==> src/rtl/ex_muldiv_pkg.sv <==
// Shared encodings for the RV32M execute unit: opcode/func fields, func3 map, FSM states.
package ex_muldiv_pkg;

  localparam logic [6:0] OP_REG       = 7'b0110011;
  localparam logic [6:0] FUNC7_MULDIV = 7'b0000001;

  localparam logic [2:0] F3_MUL    = 3'b000;
  localparam logic [2:0] F3_MULH   = 3'b001;
  localparam logic [2:0] F3_MULHSU = 3'b010;
  localparam logic [2:0] F3_MULHU  = 3'b011;
  localparam logic [2:0] F3_DIV    = 3'b100;
  localparam logic [2:0] F3_DIVU   = 3'b101;
  localparam logic [2:0] F3_REM    = 3'b110;
  localparam logic [2:0] F3_REMU   = 3'b111;

  typedef enum logic [1:0] {
    MD_IDLE = 2'd0,
    MD_BUSY = 2'd1,
    MD_DONE = 2'd2
  } md_state_e;

  function automatic logic [31:0] cond_neg(input logic neg, input logic [31:0] x);
    return neg ? -x : x;
  endfunction

endpackage

==> src/rtl/ex_muldiv_core.sv <==
// Unsigned 32-step shift-add multiplier / restoring divider sharing one 64-bit accumulator.
module ex_muldiv_core
  import ex_muldiv_pkg::*;
(
  input  logic        clk,
  input  logic        rst,
  input  logic        i_load,
  input  logic        i_step,
  input  logic        i_is_div,
  input  logic [31:0] i_op_a,
  input  logic [31:0] i_op_b,
  output logic [63:0] o_acc,
  output logic        o_last
);

  logic [63:0] r_acc;
  logic [31:0] r_opb;
  logic [4:0]  r_cnt;
  logic        r_is_div;

  logic [32:0] w_sum;
  logic [63:0] w_mul_next;
  logic [32:0] w_part;
  logic [32:0] w_diff;
  logic        w_ge;
  logic [63:0] w_div_next;

  // Multiply: add multiplicand into the high half when the low bit is set, then shift right.
  assign w_sum      = {1'b0, r_acc[63:32]} + {1'b0, r_opb};
  assign w_mul_next = r_acc[0] ? {w_sum, r_acc[31:1]} : {1'b0, r_acc[63:1]};

  // Divide: partial remainder is below 2*divisor, so the borrow bit alone decides the subtract.
  assign w_part     = {r_acc[63:32], r_acc[31]};
  assign w_diff     = w_part - {1'b0, r_opb};
  assign w_ge       = ~w_diff[32];
  assign w_div_next = {(w_ge ? w_diff[31:0] : w_part[31:0]), r_acc[30:0], w_ge};

  always_ff @(posedge clk or posedge rst) begin
    if (rst) begin
      r_acc    <= '0;
      r_opb    <= '0;
      r_cnt    <= '0;
      r_is_div <= 1'b0;
    end else if (i_load) begin
      r_acc    <= {32'b0, i_op_a};
      r_opb    <= i_op_b;
      r_cnt    <= '0;
      r_is_div <= i_is_div;
    end else if (i_step) begin
      r_acc <= r_is_div ? w_div_next : w_mul_next;
      r_cnt <= r_cnt + 5'd1;
    end
  end

  assign o_acc  = r_acc;
  assign o_last = (r_cnt == 5'd31);

endmodule

==> src/rtl/ex_muldiv.sv <==
// RV32M execute unit: decode, sign handling, divide special cases and the IDLE/BUSY/DONE FSM.
// Define MUL_FAST_EN to compute MUL* combinationally in the issue cycle.
module ex_muldiv
  import ex_muldiv_pkg::*;
(
  input  logic        clk,
  input  logic        rst,
  input  logic [6:0]  opcode_i,
  input  logic [2:0]  func3_i,
  input  logic [6:0]  func7_i,
  input  logic [31:0] data1_i,
  input  logic [31:0] data2_i,
  input  logic [4:0]  wd_i,
  input  logic        wreg_i,
  input  logic        hold_i,
  output logic        stallreq_o,
  output logic        valid_o,
  output logic [31:0] wdata_o,
  output logic [4:0]  wd_o,
  output logic        wreg_o
);

  md_state_e   r_state;
  md_state_e   w_state_next;
  logic [2:0]  r_func3;
  logic [4:0]  r_wd;
  logic        r_wreg;
  logic        r_neg_a;
  logic        r_neg_b;
  logic        r_special;
  logic [31:0] r_spec_res;

  logic        w_start, w_is_div, w_a_signed, w_b_signed, w_neg_a, w_neg_b;
  logic        w_div_zero, w_div_ovf, w_cap, w_step, w_core_last;
  logic [31:0] w_spec_res, w_result, w_quot, w_rem;
  logic [63:0] w_acc, w_prod;
  logic        w_fast_hit;
  logic [31:0] w_fast_data;

  assign w_start    = (opcode_i == OP_REG) && (func7_i == FUNC7_MULDIV);
  assign w_is_div   = func3_i[2];
  assign w_a_signed = (func3_i == F3_MULH) || (func3_i == F3_MULHSU) ||
                      (func3_i == F3_DIV)  || (func3_i == F3_REM);
  assign w_b_signed = (func3_i == F3_MULH) || (func3_i == F3_DIV) || (func3_i == F3_REM);
  assign w_neg_a    = w_a_signed & data1_i[31];
  assign w_neg_b    = w_b_signed & data2_i[31];

  assign w_div_zero = w_is_div && (data2_i == 32'h0);
  assign w_div_ovf  = w_is_div && w_a_signed && (data1_i == 32'h8000_0000) &&
                      (data2_i == 32'hFFFF_FFFF);
  // func3[1] distinguishes REM/REMU from DIV/DIVU.
  assign w_spec_res = w_div_zero ? (func3_i[1] ? data1_i : 32'hFFFF_FFFF)
                                 : (func3_i[1] ? 32'h0 : 32'h8000_0000);

`ifdef MUL_FAST_EN
  logic [63:0] w_fast_a, w_fast_b, w_fast_prod;
  assign w_fast_a    = {{32{w_neg_a}}, data1_i};
  assign w_fast_b    = {{32{w_neg_b}}, data2_i};
  assign w_fast_prod = w_fast_a * w_fast_b;
  assign w_fast_hit  = w_start & ~w_is_div;
  assign w_fast_data = (func3_i == F3_MUL) ? w_fast_prod[31:0] : w_fast_prod[63:32];
`else
  assign w_fast_hit  = 1'b0;
  assign w_fast_data = 32'h0;
`endif

  ex_muldiv_core u_core (
    .clk      (clk),
    .rst      (rst),
    .i_load   (w_cap),
    .i_step   (w_step),
    .i_is_div (w_is_div),
    .i_op_a   (cond_neg(w_neg_a, data1_i)),
    .i_op_b   (cond_neg(w_neg_b, data2_i)),
    .o_acc    (w_acc),
    .o_last   (w_core_last)
  );

  assign w_prod = (r_neg_a ^ r_neg_b) ? -w_acc : w_acc;
  assign w_quot = cond_neg(r_neg_a ^ r_neg_b, w_acc[31:0]);
  assign w_rem  = cond_neg(r_neg_a, w_acc[63:32]);

  always_comb begin
    w_result = w_prod[63:32];
    if (r_special) begin
      w_result = r_spec_res;
    end else begin
      unique case (r_func3)
        F3_MUL:           w_result = w_prod[31:0];
        F3_DIV, F3_DIVU:  w_result = w_quot;
        F3_REM, F3_REMU:  w_result = w_rem;
        default:          w_result = w_prod[63:32];
      endcase
    end
  end

  always_comb begin
    w_state_next = r_state;
    w_cap        = 1'b0;
    w_step       = 1'b0;
    stallreq_o   = 1'b0;
    valid_o      = 1'b0;
    wdata_o      = 32'h0;
    wd_o         = 5'h0;
    wreg_o       = 1'b0;
    unique case (r_state)
      MD_IDLE: begin
        if (w_start && w_fast_hit) begin
          valid_o = 1'b1;
          wdata_o = w_fast_data;
          wd_o    = wd_i;
          wreg_o  = wreg_i;
        end else if (w_start) begin
          stallreq_o   = 1'b1;
          w_cap        = 1'b1;
          w_state_next = (w_div_zero || w_div_ovf) ? MD_DONE : MD_BUSY;
        end
      end
      MD_BUSY: begin
        stallreq_o = 1'b1;
        w_step     = 1'b1;
        if (w_core_last) w_state_next = MD_DONE;
      end
      MD_DONE: begin
        valid_o = 1'b1;
        wdata_o = w_result;
        wd_o    = r_wd;
        wreg_o  = r_wreg;
        if (!hold_i) w_state_next = MD_IDLE;
      end
      default: w_state_next = MD_IDLE;
    endcase
  end

  always_ff @(posedge clk or posedge rst) begin
    if (rst) begin
      r_state    <= MD_IDLE;
      r_func3    <= '0;
      r_wd       <= '0;
      r_wreg     <= 1'b0;
      r_neg_a    <= 1'b0;
      r_neg_b    <= 1'b0;
      r_special  <= 1'b0;
      r_spec_res <= '0;
    end else begin
      r_state <= w_state_next;
      if (w_cap) begin
        r_func3    <= func3_i;
        r_wd       <= wd_i;
        r_wreg     <= wreg_i;
        r_neg_a    <= w_neg_a;
        r_neg_b    <= w_neg_b;
        r_special  <= w_div_zero | w_div_ovf;
        r_spec_res <= w_spec_res;
      end
    end
  end

endmodule

==> config.mk <==
export PLATFORM = sky130hd
export DESIGN_NAME = ex_muldiv
export DESIGN_NICKNAME = d
export VERILOG_FILES = /design/src/rtl/ex_muldiv_pkg.sv /design/src/rtl/ex_muldiv_core.sv /design/src/rtl/ex_muldiv.sv
export SDC_FILE = /design/constraint.sdc
export NUM_CORES = 1
export LEC_CHECK = 0
export CAP_MARGIN = 15
export CORE_ASPECT_RATIO = 2
export CORE_UTILIZATION = 25
export CTS_CLUSTER_DIAMETER = 100
export DETAILED_ROUTE_END_ITERATION = 7
export PLACE_DENSITY = 0.42
export SETUP_SLACK_MARGIN = 0.1
export SLEW_MARGIN = 20
export SYNTH_ARGS = -nofsm -noshare
export SYNTH_HDL_FRONTEND = slang
export SYNTH_SLANG_ARGS = --single-unit
==> constraint.sdc <==
create_clock -name clk -period 9.4 [get_ports clk]
set_clock_uncertainty 0.15 [all_clocks]
set_input_delay 1.88 -clock clk [delete_from_list [all_inputs] [get_ports clk]]
set_output_delay 1.88 -clock clk [all_outputs]
set_load 0.005 [all_outputs]
=== Word-level counts from Yosys, hierarchy flattened ===
Index checks and enable logic that the tools add are counted.

* Register bits after elaboration: 148
* Input port bits: 90
* Output and inout port bits: 40

* $add $sub $neg: 8
* Eq/ne operators: 18
* Mux-type cells: 30
* Bitwise logic cells: 5
* Reduce and logical (&&, ||, !) cells: 18

{| class="wikitable"
|+ Operators by type and width
! cell !! number
|-
| 2-to-1 mux 32 bit || 10
|-
| 2-to-1 mux 64 bit || 5
|-
| negator 32 bit || 4
|-
| case mux 32 bit (3 select lines) || 1
|-
| == test 32 bit, second input constant || 2
|-
| negator 64 bit || 1
|-
| adder 32 x 32 -> 33 bit || 1
|-
| subtractor 33 x 32 -> 33 bit || 1
|-
| zero test 32 bit || 1
|-
| == test 3 bit, second input constant || 6
|-
| 2-to-1 mux 5 bit || 3
|-
| 2-to-1 mux 2 bit || 4
|-
| == test 7 x 1 -> 1 bit, second input constant || 1
|-
| == test 7 x 6 -> 1 bit, second input constant || 1
|-
| logical OR 1 bit || 6
|-
| case mux 2 bit (3 select lines) || 1
|-
| adder 5 x 1 -> 5 bit, second input constant || 1
|-
| == test 5 bit, second input constant || 1
|-
| logical AND 1 bit || 5
|-
| 2-to-1 mux 1 bit || 5
|-
| != test 2 bit, second input constant || 2
|-
| OR reduction 2 bit || 2
|-
| == test 3 x 1 -> 1 bit, second input constant || 1
|-
| == test 3 x 2 -> 1 bit, second input constant || 1
|-
| 12 further kinds || 13
|}

=== Depth between registers and ports, before layout ===
* Word-level depth: 11
* Depth in mapped cells: 14
* Gate-level depth less buffers: 12

=== By module ===
A second synthesis with hierarchy kept.

* Cell total of the unflattened synthesis: 2010
* Area, all modules: 15208.3 um2

{| class="wikitable"
|+ By module, submodules not included
! module !! times used !! cells each !! area each (um2) !! seq. area each (um2)
|-
| ex_muldiv_core || 1 || 1059 || 8697.1 || 2552.4
|-
| ex_muldiv || 1 || 951 || 6511.2 || 1151.1
|}

=== Least setup slack after synthesis ===
OpenSTA, ideal clock, no wires.

* Path kind: in2out
* Start: in opcode_i[3]
* End: out stallreq_o
* Arrival time: 3.095 ns
* Data required time: 7.370 ns
* Setup slack: 4.275 ns
* Stages: 6
* Buffers on the path: 0
* Cell sequence: nor4b_1 and3_1 nand3_1 nor3_1 nor2_1 inv_1

* Word-level cells in the longest chain between the ends: 4

{| class="wikitable"
|+ RTL lines
! what !! line !! RTL
|-
| from (decl) || ex_muldiv.sv:8 || <nowiki>input logic [6:0] opcode_i,</nowiki>
|-
| == test 7 x 6 -> 1 bit || ex_muldiv.sv:40 || <nowiki>assign w_start = (opcode_i == OP_REG) && (func7_i == FUNC7_MULDIV);</nowiki>
|-
| logical AND 1 bit || ex_muldiv.sv:40 ||
|-
| 2-to-1 mux 1 bit || ex_muldiv.sv:113 || <nowiki>end else if (w_start) begin</nowiki>
|-
| case mux 1 bit (2 select lines) || ex_muldiv.sv:106 || <nowiki>unique case (r_state)</nowiki>
|-
| to (decl) || ex_muldiv.sv:16 || <nowiki>output logic stallreq_o,</nowiki>
|}

No other way between the ends.

=== Worst setup path after layout ===
* Start: reg u_core.r_acc[0] (netlist: u_core.o_acc[0])
* End: out wdata_o[16]

* Word-level cells in the longest chain between the ends: 5
* Elaborated cells on any way between the ends: 7
* Classes of those cells: add/sub (2); mux (5)

{| class="wikitable"
|+ RTL lines
! what !! line !! RTL
|-
| from (decl) || ex_muldiv_core.sv:16 || <nowiki>logic [63:0] r_acc;</nowiki>
|-
| from (signal assigned) || ex_muldiv_core.sv:45 || <nowiki>r_acc <= {32'b0, i_op_a};</nowiki>
|-
| from (signal assigned) || ex_muldiv_core.sv:50 || <nowiki>r_acc <= r_is_div ? w_div_next : w_mul_next;</nowiki>
|-
| negator 64 bit or negator 32 bit (tied branches) || ex_muldiv.sv:79, ex_muldiv_pkg.sv:23 ||
|-
| 2-to-1 mux 64 bit or 2-to-1 mux 32 bit (tied branches) || ex_muldiv.sv:79, ex_muldiv_pkg.sv:23 ||
|-
| case mux 32 bit (3 select lines) * || ex_muldiv.sv:88 || <nowiki>unique case (r_func3)</nowiki>
|-
| 2-to-1 mux 32 bit * || ex_muldiv.sv:85 || <nowiki>if (r_special) begin</nowiki>
|-
| 2-to-1 mux 32 bit * || - ||
|-
| to (decl) || ex_muldiv.sv:18 || <nowiki>output logic [31:0] wdata_o,</nowiki>
|}

Every way passes the cells marked *; elsewhere a longest branch is shown, timed or not.

==> run_results.csv <==
group,metric,value,unit
run_status,status,"complete, no violations",
clocking,cts_setup_buffers,0,
global_route,grt_max_degree,89,
yosys,synth.avg_cell_area,7.47,um^2
floorplan,rows,126,
global_route,grt_pass1_wl,103,mm
clocking,clk_pin_slew_worst_paths,0.07,ns
critical_path,timing.critical_path.to_type,"output pin",
yosys,synthesis.nets,2174,
clocking,ctsHoldBuffers,0,
finish,diodes,0,
global_route,grt-ovfl-total,0,
floorplan,die-area,0.0612,mm^2
yosys,async_flop_share,100,%
finish,num-fill-cells,6564,
yosys,synth_edf_count,0,
place,dp_hpwl,53.9,mm
finish,ff_latch_area,0.00368,mm^2
global_route,grt_usage,22.9,%
finish,final_area,0.0176,mm^2
floorplan,core-area,0.0593,mm^2
yosys,synth_cell_types,75,
critical_path,crit_slowest_cell,"nor4_2",
routing,wirelength,69.7,mm
sta,tns,0,ns
place,dpl-instance-area,0.0170,mm^2
yosys,synth_most_common_cell,"nand2_1",
routing,routed_via_density,5.58,
routing,final_antenna_net_count,0,
critical_path,cpMostUsedCell,"nand2_1",
yosys,synth.area.top_cells,"dfrtp_1, nand2_1, o21ai_0, xnor2_1, ha_1",
sta,clock.fmax,130,MHz
yosys,synth_warnings,0,
pwr,power_density,89.5,mW/mm^2
critical_path,critPathMaxFanout,47,
sta,setup_viol,0,
yosys,synth_commonest_cells,"nand2_1, o21ai_0, a21oi_1, dfrtp_1, clkbuf_1",
clocking,cts-resized-gates,0,
finish,multi_input_area,0.0106,mm^2
finish,nets,2207,
place,gp_congestion,0.948,
critical_path,path_buf_inv,3,
pwr,ir_drop,0.136,mV
sta,fin_crit_sh,81.5,%
yosys,synthDominantCellAreaShare,24.5,%
sta,finalHoldViolCount,0,
sta,worst_pin_slew,1.02,ns
critical_path,startpoint_type,"flop",
floorplan,die_h,349,um
sta,slew_headroom,30.4,%
floorplan,dieWidth,175,um
pwr,leakage,0.00703,uW
clocking,clockBufferDepth,2,
finish,syn_to_final_growth,17.4,%
routing,drt-initial-drc-count,996,
sta,rsz0062_at_grt,"no",
yosys,synthCells,2011,
yosys,syn_area,0.0150,mm^2
sta,min_period,7.66,ns
sta,slew_violations,0,
pwr,power,1580,uW
clocking,cts_tree,"done",
clocking,cts_made_buffers,17,
critical_path,worst_ep_arrival_time,5.63,ns
floorplan,start_util,25.4,%
critical_path,crit_type,"flop to output pin",
yosys,ys_seq_area_share,24.5,%
critical_path,crit_family,"simple AND/OR/NAND/NOR gates",
clocking,htreeDepth,4,
routing,vias,15749,
clocking,cts-root-buf,"clkbuf_16",
clocking,clk_latency,0.47,ns
yosys,ys.flop_type,"dfrtp_1",
critical_path,cp.required,7.37,ns
flow_run,maxCapViolations,0,
floorplan,io-pin-count,130,
routing,drtPass1Iterations,6,
finish,drive_gt1_share,4.86,%
routing,drc,0,
critical_path,worstPathCellList,"buf_4 > inv_1 > ha_1 > nor2b_1 > nand4_1 > nor4_2 > nand2_1 > o41ai_1 > o221ai_1 > a222oi_1 > nand2_1 > a21oi_1 > clkdlybuf4s50_1",
yosys,yosysTopAreaCell,"dfrtp_1",
global_route,antenna_found_initial,0,
yosys,ys_seq_elements,147,
global_route,grt_pass1_vias,15972,
hold_path,hold_class,"flop to flop",
routing,wire_per_inst,24.7,um
critical_path,cp_slowest_stage_delay,0.65,ns
clocking,clock-sinks,147,
place,portBuffers,129,
per-layer routing:
layer / part of all wire [%] / vias to the layer above / track usage [%]
met5: 0 / - / 0
met4: 8.0 / 0 / 17.2
met3: 2.8 / 174 / 1.96
met2: 55 / 525 / 44.6
met1: 34 / 7684 / 21.7
li1: - / 7366 / -
state kept, by name (all words and copies together), names as in the netlist:
name,flops
r_neg_a,1
r_neg_b,1
r_special,1
u_core.o_acc,64
r_spec_res,32
r_state,2
r_wreg,1
r_func3,3
u_core.r_cnt,5
r_wd,5
u_core.r_opb,32
worst min-delay path, stage by stage, from the launching register on:
cell and delay (ns):
dfrtp_1 0.34, nand2_1 0.05, nand2_1 0.05
final timing paths:
| kind | startpoint | end | slack (ns) | cells past startpoint |
|---|---|---|---|---|
| setup / recovery | u_core.o_acc[0]$_DFFE_PP0N_ | wdata_o[16] | 1.74 | 13 |
| hold reg to reg | r_wd[4]$_DFFE_PP0P_ | r_wd[4]$_DFFE_PP0P_ | 0.32 | 2 |
| min in group asynchronous | rst | r_spec_res[5]$_DFFE_PP0P_ | 1.68 | 2 |
| max in group asynchronous | rst | r_spec_res[25]$_DFFE_PP0P_ | 6.23 | 3 |
| hold / removal | r_wd[4]$_DFFE_PP0P_ | r_wd[4]$_DFFE_PP0P_ | 0.32 | 2 |
| setup reg to reg | u_core.o_acc[31]$_DFFE_PP0N_ | u_core.o_acc[49]$_DFFE_PP0N_ | 4.35 | 14 |
where the power goes:
group | total [uW] | internal [uW] | leakage, uW | switching (uW)
clock network | 766 | 427 | 0.000302 | 339
registers | 641 | 634 | 0.00194 | 6.53
logic | 173 | 75.4 | 0.00479 | 97.4
total | 1580 | 1140 | 0.00703 | 443
layout make-up:
type                       count  share of cell area [%]
tap                          768                    5.45
timing repair buffer         164                    8.81
clock inverter                14                    1.09
clock buffer                  17                    2.41
sequential                   147                    20.9
inverter                      71                    1.54
multi-input combinational   1643                    59.8
cell families after synthesis:
kind of cell | after synthesis | synth area share, %
buffers and inverters | 221 | 5.60
adders and majority gates | 73 | 6.18
xor gates and xnor gates | 183 | 10.7
and+or+nand+nor | 671 | 21.6
DFF | 147 | 24.5
AOI/OAI and AO/OA | 658 | 27.5
muxes | 58 | 3.96
cells in the final DEF, fill, tap and decap left out, types with 12 or more instances in the layout:
master,count
xnor2_1,101
nand2_1,258
xor2_1,80
buf_4,35
a31oi_1,27
nand4_1,22
o211ai_1,46
nand2b_1,27
o22ai_1,17
o31ai_1,42
mux2i_1,47
nor3_1,50
a211oi_1,27
nand3_1,32
dfrtp_1,145
a21oi_1,172
a21o_1,27
clkdlybuf4s50_1,129
clkbuf_16,17
inv_1,69
and2_1,20
nor2_1,123
and3_1,17
nor4_1,19
ha_1,71
nor2b_1,35
or3_1,16
a221oi_1,12
o21a_1,12
o21ai_0,183
per-stage QoR:
step | worst slack [ns] | utilization, % | hold WS [ns] | std cells
floorplan | 3.42 | - | 0.287 | 2011
global placement | 2.39 | 28.7 | 0.304 | 2793
detailed placement | 2.31 | 28.7 | 0.312 | 2793
CTS | 1.78 | 29.8 | 0.328 | 2824
global route | 1.32 | 29.8 | 0.351 | 2824
finish | 1.74 | 29.8 | 0.322 | 2824
Power figures use the tool's default switching activity.
